--- src/rtl/fetch_pkg.sv ---
// Shared defaults and phase encoding for the fetch sequencer.
// The call stack is built only when FETCH_CALL_STACK_EN is defined.
package fetch_pkg;

    localparam int PC_W_DEF        = 12;
    localparam int INSTR_W_DEF     = 4;
    localparam int OPRND_W_DEF     = 4;
    localparam int STACK_DEPTH_DEF = 4;

    typedef enum logic {
        PH_FETCH = 1'b0,
        PH_EXEC  = 1'b1
    } phase_e;

endpackage

--- src/rtl/fetch_sequencer_call_stack.sv ---
// LIFO of return addresses for the fetch sequencer.
// Push is ignored when full, pop is ignored when empty.
module call_stack #(
    parameter int DEPTH = 4,
    parameter int W     = 12
) (
    input  logic                       clock,
    input  logic                       reset,
    input  logic                       push,
    input  logic                       pop,
    input  logic [W-1:0]               din,
    output logic [W-1:0]               dout,
    output logic                       full,
    output logic                       empty,
    output logic [$clog2(DEPTH+1)-1:0] level
);

    localparam int LVL_W = $clog2(DEPTH + 1);
    localparam int IDX_W = (DEPTH > 1) ? $clog2(DEPTH) : 1;

    logic [W-1:0]     mem_q [DEPTH];
    logic [W-1:0]     mem_d [DEPTH];
    logic [LVL_W-1:0] level_q;
    logic [LVL_W-1:0] level_d;
    logic [IDX_W-1:0] wr_idx;
    logic [IDX_W-1:0] rd_idx;

    // Top-of-stack index wraps to DEPTH-1 when a power-of-two stack is full.
    assign wr_idx = level_q[IDX_W-1:0];
    assign rd_idx = wr_idx - IDX_W'(1);

    assign full  = (level_q == LVL_W'(DEPTH));
    assign empty = (level_q == '0);
    assign level = level_q;
    assign dout  = mem_q[rd_idx];

    always_comb begin
        mem_d   = mem_q;
        level_d = level_q;
        if (push && !full) begin
            mem_d[wr_idx] = din;
            level_d       = level_q + LVL_W'(1);
        end else if (pop && !empty) begin
            level_d = level_q - LVL_W'(1);
        end
    end

    always_ff @(posedge clock) begin
        if (reset) begin
            level_q <= '0;
        end else begin
            level_q <= level_d;
        end
        mem_q <= mem_d;
    end

endmodule

--- src/rtl/fetch_sequencer.sv ---
// Two-phase fetch/execute program sequencer with optional call stack.
// Define FETCH_CALL_STACK_EN to enable call/ret and stack_err/stack_level.
module fetch_sequencer
    import fetch_pkg::*;
#(
    parameter int PC_W        = PC_W_DEF,
    parameter int INSTR_W     = INSTR_W_DEF,
    parameter int OPRND_W     = OPRND_W_DEF,
    parameter int STACK_DEPTH = STACK_DEPTH_DEF
) (
    input  logic                             clock,
    input  logic                             reset,
    input  logic                             enable,
    input  logic [INSTR_W+OPRND_W-1:0]       program_byte,
    input  logic                             load_pc,
    input  logic                             call,
    input  logic                             ret,
    input  logic [PC_W-1:0]                  load_addr,
    output logic [PC_W-1:0]                  PC,
    output logic                             phase,
    output logic [INSTR_W-1:0]               instr,
    output logic [OPRND_W-1:0]               oprnd,
    output logic                             stack_err,
    output logic [$clog2(STACK_DEPTH+1)-1:0] stack_level
);

    localparam int LVL_W = $clog2(STACK_DEPTH + 1);

    logic [PC_W-1:0]    pc_q;
    logic [PC_W-1:0]    pc_d;
    phase_e             phase_q;
    phase_e             phase_d;
    logic [INSTR_W-1:0] instr_q;
    logic [INSTR_W-1:0] instr_d;
    logic [OPRND_W-1:0] oprnd_q;
    logic [OPRND_W-1:0] oprnd_d;

`ifdef FETCH_CALL_STACK_EN
    logic               err_q;
    logic               err_d;
    logic               stk_push;
    logic               stk_pop;
    logic               stk_full;
    logic               stk_empty;
    logic [PC_W-1:0]    stk_dout;
    logic [LVL_W-1:0]   stk_level;

    // Reset wins inside the stack, so a coincident push/pop is discarded.
    call_stack #(
        .DEPTH (STACK_DEPTH),
        .W     (PC_W)
    ) u_call_stack (
        .clock (clock),
        .reset (reset),
        .push  (stk_push),
        .pop   (stk_pop),
        .din   (pc_q),
        .dout  (stk_dout),
        .full  (stk_full),
        .empty (stk_empty),
        .level (stk_level)
    );

    assign stack_err   = err_q;
    assign stack_level = stk_level;
`else
    logic unused_stack_req;

    assign unused_stack_req = call ^ ret;
    assign stack_err        = 1'b0;
    assign stack_level      = '0;
`endif

    always_comb begin
        pc_d    = pc_q;
        phase_d = phase_q;
        instr_d = instr_q;
        oprnd_d = oprnd_q;
`ifdef FETCH_CALL_STACK_EN
        err_d    = err_q;
        stk_push = 1'b0;
        stk_pop  = 1'b0;
`endif
        if (enable) begin
            if (phase_q == PH_FETCH) begin
                instr_d = program_byte[INSTR_W+OPRND_W-1 -: INSTR_W];
                oprnd_d = program_byte[OPRND_W-1:0];
                pc_d    = pc_q + PC_W'(1);
                phase_d = PH_EXEC;
            end else begin
                phase_d = PH_FETCH;
`ifdef FETCH_CALL_STACK_EN
                if (ret) begin
                    if (!stk_empty) begin
                        pc_d    = stk_dout;
                        stk_pop = 1'b1;
                    end else begin
                        err_d = 1'b1;
                    end
                end else if (call) begin
                    if (!stk_full) begin
                        pc_d     = load_addr;
                        stk_push = 1'b1;
                    end else begin
                        err_d = 1'b1;
                    end
                end else if (load_pc) begin
                    pc_d = load_addr;
                end
`else
                if (load_pc) begin
                    pc_d = load_addr;
                end
`endif
            end
        end
    end

    always_ff @(posedge clock) begin
        if (reset) begin
            pc_q    <= '0;
            phase_q <= PH_FETCH;
            instr_q <= '0;
            oprnd_q <= '0;
`ifdef FETCH_CALL_STACK_EN
            err_q   <= 1'b0;
`endif
        end else begin
            pc_q    <= pc_d;
            phase_q <= phase_d;
            instr_q <= instr_d;
            oprnd_q <= oprnd_d;
`ifdef FETCH_CALL_STACK_EN
            err_q   <= err_d;
`endif
        end
    end

    assign PC    = pc_q;
    assign phase = phase_q;
    assign instr = instr_q;
    assign oprnd = oprnd_q;

endmodule

--- config.mk ---
export PLATFORM = sky130hd
export DESIGN_NAME = fetch_sequencer
export DESIGN_NICKNAME = d
export VERILOG_FILES = /design/src/rtl/fetch_pkg.sv /design/src/rtl/fetch_sequencer_call_stack.sv /design/src/rtl/fetch_sequencer.sv
export SDC_FILE = /design/constraint.sdc
export NUM_CORES = 1
export LEC_CHECK = 0
export BUFFER_PORTS_ARGS = -buffer_cell sky130_fd_sc_hd__buf_2
export CAP_MARGIN = 20
export CORE_AREA = 3 3 53 55
export DETAILED_ROUTE_END_ITERATION = 10
export DIE_AREA = 0 0 56 58
export PLACE_DENSITY = 0.8
export SETUP_SLACK_MARGIN = 0.3
export SYNTH_ARGS = -nofsm -noshare
export SYNTH_HDL_FRONTEND = slang
export SYNTH_SLANG_ARGS = --single-unit
export TNS_END_PERCENT = 5
--- constraint.sdc ---
create_clock -name clock -period 1.92 [get_ports clock]
set_input_delay 0.384 -clock clock [delete_from_list [all_inputs] [get_ports clock]]
set_output_delay 0.384 -clock clock [all_outputs]
set_load 0.02 [all_outputs]
==> impl_results.md, run 1 <==
* Run status: completed
* Antenna Cells at 0
* Pwr per Cell Area at between 600 and 700 mW/mm2
* Overall via count from detail_route at between 1000 and 1500
* Setup repair after global routing missed its margin: false
* GP Congestion at 0.766
* Cell area reported after detailed placement at 0.00136 mm2
* Insertion delay of the later-clocked pin in the worst-skew pair at 0.30 ns
* Post-DR vias/cell at 5.58
* Overflow left after global routing at 0
* Period Utilization, post-route at 0.772
* CP max FO at 19
* PostCTS Resize Cnt at 0
* Die footprint at 0.00325 mm2
* Deepest clock path buffer count at 2
* Maximum clock frequency at 0.675 GHz
* Final Hold Fails at 0
* Final setup TNS at 0 ns
* Core region area at between 0.002 and 0.0025 mm2
* Number of CTS-inserted buffers at 3
* Share of post-route cells with drive strength above 1 at 0.328
* CTS H-tree depth at 1
* Sink Count at 21
* CP arrival at 1.10 ns
* Path type of the worst setup path: flop to output pin
* Worst min path class: input pin to flop
* Post-synthesis instance total at 143
* Cell Area, Synth at between 0.001 and 0.0015 mm2
* Total global-route track usage at 0.178
* Max stage delay on crit path at 0.36 ns
* CTS Hold Bufs at 0
* Number of primary I/O pins at 51
* WL final at 2870 um
* Top post-synthesis cells by area: dfxtp_1, nand2_1, a21oi_1
* Critical path's slowest cell: dfxtp_1
* Antenna violations before repair at 0
* Most frequent cells in the layout: buf_2, nand2_1, dfxtp_1
* Number of remaining DRC errors at 0
* First-pass GRT wire length at 4810 um
* Standby leakage power at about 0.00060 uW
* Total number of yosys warnings at 0
* First-pass detailed-route iteration total at 4
* Largest net degree at the start of global routing at 23
* Number of port buffers at 44
* Area share of the largest cell type after synthesis at 0.363
* Layout overhead on the synthesized area at 20.8%
* Total half-perimeter wirelength after legalization and detailed placement at 2090 um
* Worst path required time at 1.54 ns
* CTS Root Buffer Type: clkbuf_4
* Final setup violation count at 0
* Detailed router's first-iteration violation count at 34
* Number of global-route vias before repair at roughly 1100
* Most frequent standard cell in the layout excluding fill and tap cells: buf_2
* Die outline width at 56 um
* CTS tree: yes
* Postcts setup bufs at 0
* Peak supply drop at approximately 570 uV
* Clock slew at reported path FFs at 0.12 ns
* Average cell area after synthesis at 8.09 um2
* FF+latch count, synth at 21
* Height of the chip at 58 um
* Relative slew margins at 0.635
* Unique cell type count in the Yosys netlist at 38
* Hold slack final at about 0.31 ns
* Max-cap check violation count at 0
* Initial Util at 0.476
* Count of final max-slew check failures at 0
* Min Clock Period, post-route at 1.48 ns
* Number of core rows at 18
* CP Cell Sequence: buf_4 > buf_2
* Antenna Violating Nets Remaining at 0
* Nets at 211
* Slew @ Worst Pin at 0.547 ns
* Worst setup skew after layout at 0.00685 ns
* Kind of end point of the critical path: output pin
* Wire length per cell at 13.5 um
* Portion of the post-synthesis area used by sequential elements at 0.363
* Critical Path Source Type: flop
* Cell accounting for the most synthesized area: dfxtp_1
* Fin area at 0.00140 mm2
==> worst max-delay path, delay by kind of cell (launching register included) <==
kind	cells	cell delay [ns]
flops	1	0.36
buf+inv	2	0.44
==> flip-flops by register name (all words and copies together) (netlist names) <==
name,count
PC,12
phase,1
instr,4
oprnd,4
==> cells in the mapped netlist, drive strengths merged <==
master   number
xor2          4
a22o          1
a211oi        1
nor2b         3
nand2        27
mux2          1
dfxtp        21
and3          2
nand3         7
buf          12
o22ai         2
nor3          1
o21a          1
and4          1
a32oi         3
nor3b         2
ha            1
nand4         3
o32ai         3
mux2i         4
nor2          7
conb          1
and2          1
a211o         2
o21ai         3
inv           1
a21oi        19
a31o          1
a21o          1
nand3b        2
a2111oi       1
a31oi         2
nand2b        2
==> worst paths after layout <==
check                                     start       end  slack [ns]  cells after the start
worst max register to register            PC[1]     PC[8]        0.46                      5
worst max-delay path                      phase     phase        0.44                      2
worst min register to register         instr[2]  instr[2]        0.46                      2
worst min-delay path            program_byte[6]  instr[2]        0.31                      3
==> report_power, final <==
group | internal (uW) | total [uW] | switching, uW
Combinational | 77.8 | 206 | 129
Sequential | 461 | 488 | 27.0
Clock | 77.5 | 208 | 130
==> per-stage QoR <==
step,setup WS [ns],utilization,power [uW],cells
2_1_floorplan,0.435,-,639,146
3_3_place_gp,0.430,0.561,693,209
3_5_place_dp,0.336,0.561,702,209
4_1_cts,0.378,0.572,911,213
5_1_grt,0.340,0.575,955,213
6_report,0.438,0.575,903,213
==> area by class of cell <==
| class | instances | area, um2 |
|---|---|---|
| inverter | 1 | 3.75 |
| multi-input combinational | 112 | 679 |
| fill | 236 | 1030 |
| timing repair buffer | 45 | 228 |
| clock inverter | 1 | 5.00 |
| sequential | 21 | 422 |
| tap | 30 | 37.5 |
| clock buffer | 3 | 22.5 |
==> per-layer routing <==
metal	vias to the layer above	routed length [um]	share of wire	track usage
met4	0	8	0.0028	0.0542
met3	2	256	0.089	0.0423
met5	-	0	0	0
met2	48	1370	0.48	0.322
li1	587	-	-	-
met1	551	1240	0.43	0.209
==> kinds of logic (layout without fill, tap and decap cells) <==
| kind of cell | Yosys count | in the layout | share of synthesized area |
|---|---|---|---|
| AO/OA/AOI/OAI | 40 | 40 | 0.242 |
| flip-flops | 21 | 21 | 0.363 |
| AND/OR/NAND/NOR | 58 | 58 | 0.242 |
| adder cells (fa/ha/maj) | 1 | 1 | 0.0108 |
| buffers and inverters | 13 | 50 | 0.0638 |
| XOR/XNOR | 4 | 4 | 0.0303 |
| multiplexers | 5 | 5 | 0.0443 |
| other | 1 | 4 | 0.00324 |
Power figures use the tool's default switching activity.
==> run 2, diff against run 1 <==
--- a/config.mk
+++ b/config.mk
@@ -7,10 +7,10 @@
 export LEC_CHECK = 0
 export BUFFER_PORTS_ARGS = -buffer_cell sky130_fd_sc_hd__buf_2
 export CAP_MARGIN = 20
-export CORE_AREA = 3 3 53 55
+export CORE_AREA = 3 3 55 57
 export DETAILED_ROUTE_END_ITERATION = 10
-export DIE_AREA = 0 0 56 58
-export PLACE_DENSITY = 0.8
+export DIE_AREA = 0 0 58 60
+export PLACE_DENSITY = 0.75
 export SETUP_SLACK_MARGIN = 0.3
 export SYNTH_ARGS = -nofsm -noshare
 export SYNTH_HDL_FRONTEND = slang
==> constraint.sdc (replaced) <==
create_clock -name clock -period 1.4 [get_ports clock]
set_input_delay 0.28 -clock clock [delete_from_list [all_inputs] [get_ports clock]]
set_output_delay 0.28 -clock clock [all_outputs]
set_load 0.02 [all_outputs]
==> run 2 against run 1 <==
Total power is 40% higher. Design area is 5.6% higher. Non-clock buffer count is 3 higher. Critical path depth is 3 higher. Critical path type is now flop to flop. Core utilization is 1.1 points higher. Setup slack worse by 0.34 ns. Clock skew is 0.0049 ns lower.
==> impl_results.md, run 2 (synthesis results as in run 1) <==
* Run status: completed
* Worst min path class: input pin to flop
* Overall via count from detail_route at 1208
* Maximum clock frequency at approximately 0.77 GHz
* Die footprint at 0.00348 mm2
* Post-DR vias/cell at 5.59
* Most frequent cells in the layout: buf_2, nand2_1, a21oi_1
* CTS Hold Bufs at 0
* Number of primary I/O pins at 51
* CTS tree: yes
* Insertion delay of the later-clocked pin in the worst-skew pair at just under 0.3 ns
* CTS Root Buffer Type: clkbuf_4
* Worst setup skew after layout at 0.00191 ns
* Worst setup path startpoint: PC[1]
* Largest net degree at the start of global routing at 21
* First-pass GRT wire length at 5000 um
* Deepest clock path buffer count at 2
* Peak supply drop at slightly above 500 uV
* Final setup violation count at 0
* Worst Hold Launch: program_byte[2]
* Standby leakage power at 0.000620 uW
* GP Congestion at 0.767
* Antenna Cells at 0
* Number of CTS-inserted buffers at 3
* Min Clock Period, post-route at 1.30 ns
* Final Hold Fails at 0
* Count of final max-slew check failures at 0
* Height of the chip at 60 um
* Wire length per cell at 13.7 um
* Antenna Violating Nets Remaining at 0
* Pwr per Cell Area at 855 mW/mm2
* Die outline width at 58 um
* Number of global-route vias before repair at 1172
* Most frequent standard cell in the layout excluding fill and tap cells: buf_2
* Path type of the worst setup path: flop to flop
* Period Utilization, post-route at 0.929
* Antenna violations before repair at 0
* Number of port buffers at 44
* Max-cap check violation count at 0
* CP max FO at 5
* First-pass detailed-route iteration total at 4
* Core region area at 0.00252 mm2
* Postcts setup bufs at 0
* Multi-input logic area at 722 um2
* Initial Util at 0.459
* Layout overhead on the synthesized area at 27.6%
* Source of the worst register-to-register timing path: PC[1]
* Share of post-route cells with drive strength above 1 at 0.398
* Total instance count after detailed placement at 212
* Critical Path Source Type: flop
* Number of remaining DRC errors at 0
* Kind of end point of the critical path: flop
* Register area at about 440 um2
* Largest register FFs at 12
* Total half-perimeter wirelength after legalization and detailed placement at 2260 um
* Nets at 214
* CTS H-tree depth at 1
* Worst path required time at 1.61 ns
* Final setup TNS at 0 ns
* Overflow left after global routing at 0
* Detailed router's first-iteration violation count at between 90 and 100
* Total global-route track usage at 0.183
* Sink Count at 21
* Fin cells at 216
* CP arrival at 1.51 ns
* WL final at 2970 um
* Number of core rows at 18
* Number of fill cells at 241
* Clock slew at reported path FFs at 0.11 ns
* Setup repair after global routing missed its margin: true
==> run 2: cell count changes in the layout (fill, tap and decap cells not counted), sizes merged <==
cell and change:
buf +3, clkbuf +1, clkinv -1
==> run 2: per-stage QoR <==
| stage | setup slack (ns) | utilization | hold WS [ns] | instance area [um2] | power [uW] |
|---|---|---|---|---|---|
| floorplan | 0.165 | - | 0.416 | 1230 | 890 |
| global placement | 0.158 | 0.572 | 0.440 | 1440 | 973 |
| detailed placement | 0.0945 | 0.572 | 0.452 | 1440 | 990 |
| CTS | 0.0632 | 0.582 | 0.202 | 1470 | 1280 |
| global route | 0.0268 | 0.585 | 0.217 | 1480 | 1340 |
| finish | 0.0989 | 0.585 | 0.212 | 1480 | 1260 |
==> run 2: final cells by class <==
type	count	share of cell area
multi-input combinational	112	0.489
sequential	21	0.296
timing repair buffer	48	0.169
tap	30	0.0254
clock buffer	4	0.0178
inverter	1	0.00254
==> run 2: timing repair <==
item,4_1_cts,5_1_grt
gates resized for setup,0,1
setup endpoints to repair,35,42
endpoints found under the hold margin,0,0
==> run 2: path summary, 6_finish.rpt <==
kind                                 end  cells past startpoint  slack (ns)
worst min-delay path            oprnd[2]                      3        0.21
worst max register to register    PC[10]                      5         0.1
worst min register to register  instr[0]                      2        0.46
worst max-delay path              PC[10]                      5         0.1
==> run 2: layer usage <==
layer	up-vias	routed length, um	GRT usage	share of wire
met5	-	0	0	0
met4	0	13	0.0629	0.0044
met3	2	222	0.0259	0.075
met2	45	1530	0.337	0.52
met1	572	1200	0.215	0.40
li1	589	-	-	-
==> run 2: power by group <==
| group | internal, uW | switching [uW] |
|---|---|---|
| logic | 119 | 182 |
| clock network | 111 | 175 |
| registers | 635 | 41.5 |
| total | 864 | 398 |
==> run 2: critical path: stages, from the launching register on <==
cell      delay, ns
dfxtp_4        0.40
ha_4           0.16
nand3_4        0.10
nand3b_1       0.19
xor2_1         0.16
o32ai_2        0.21
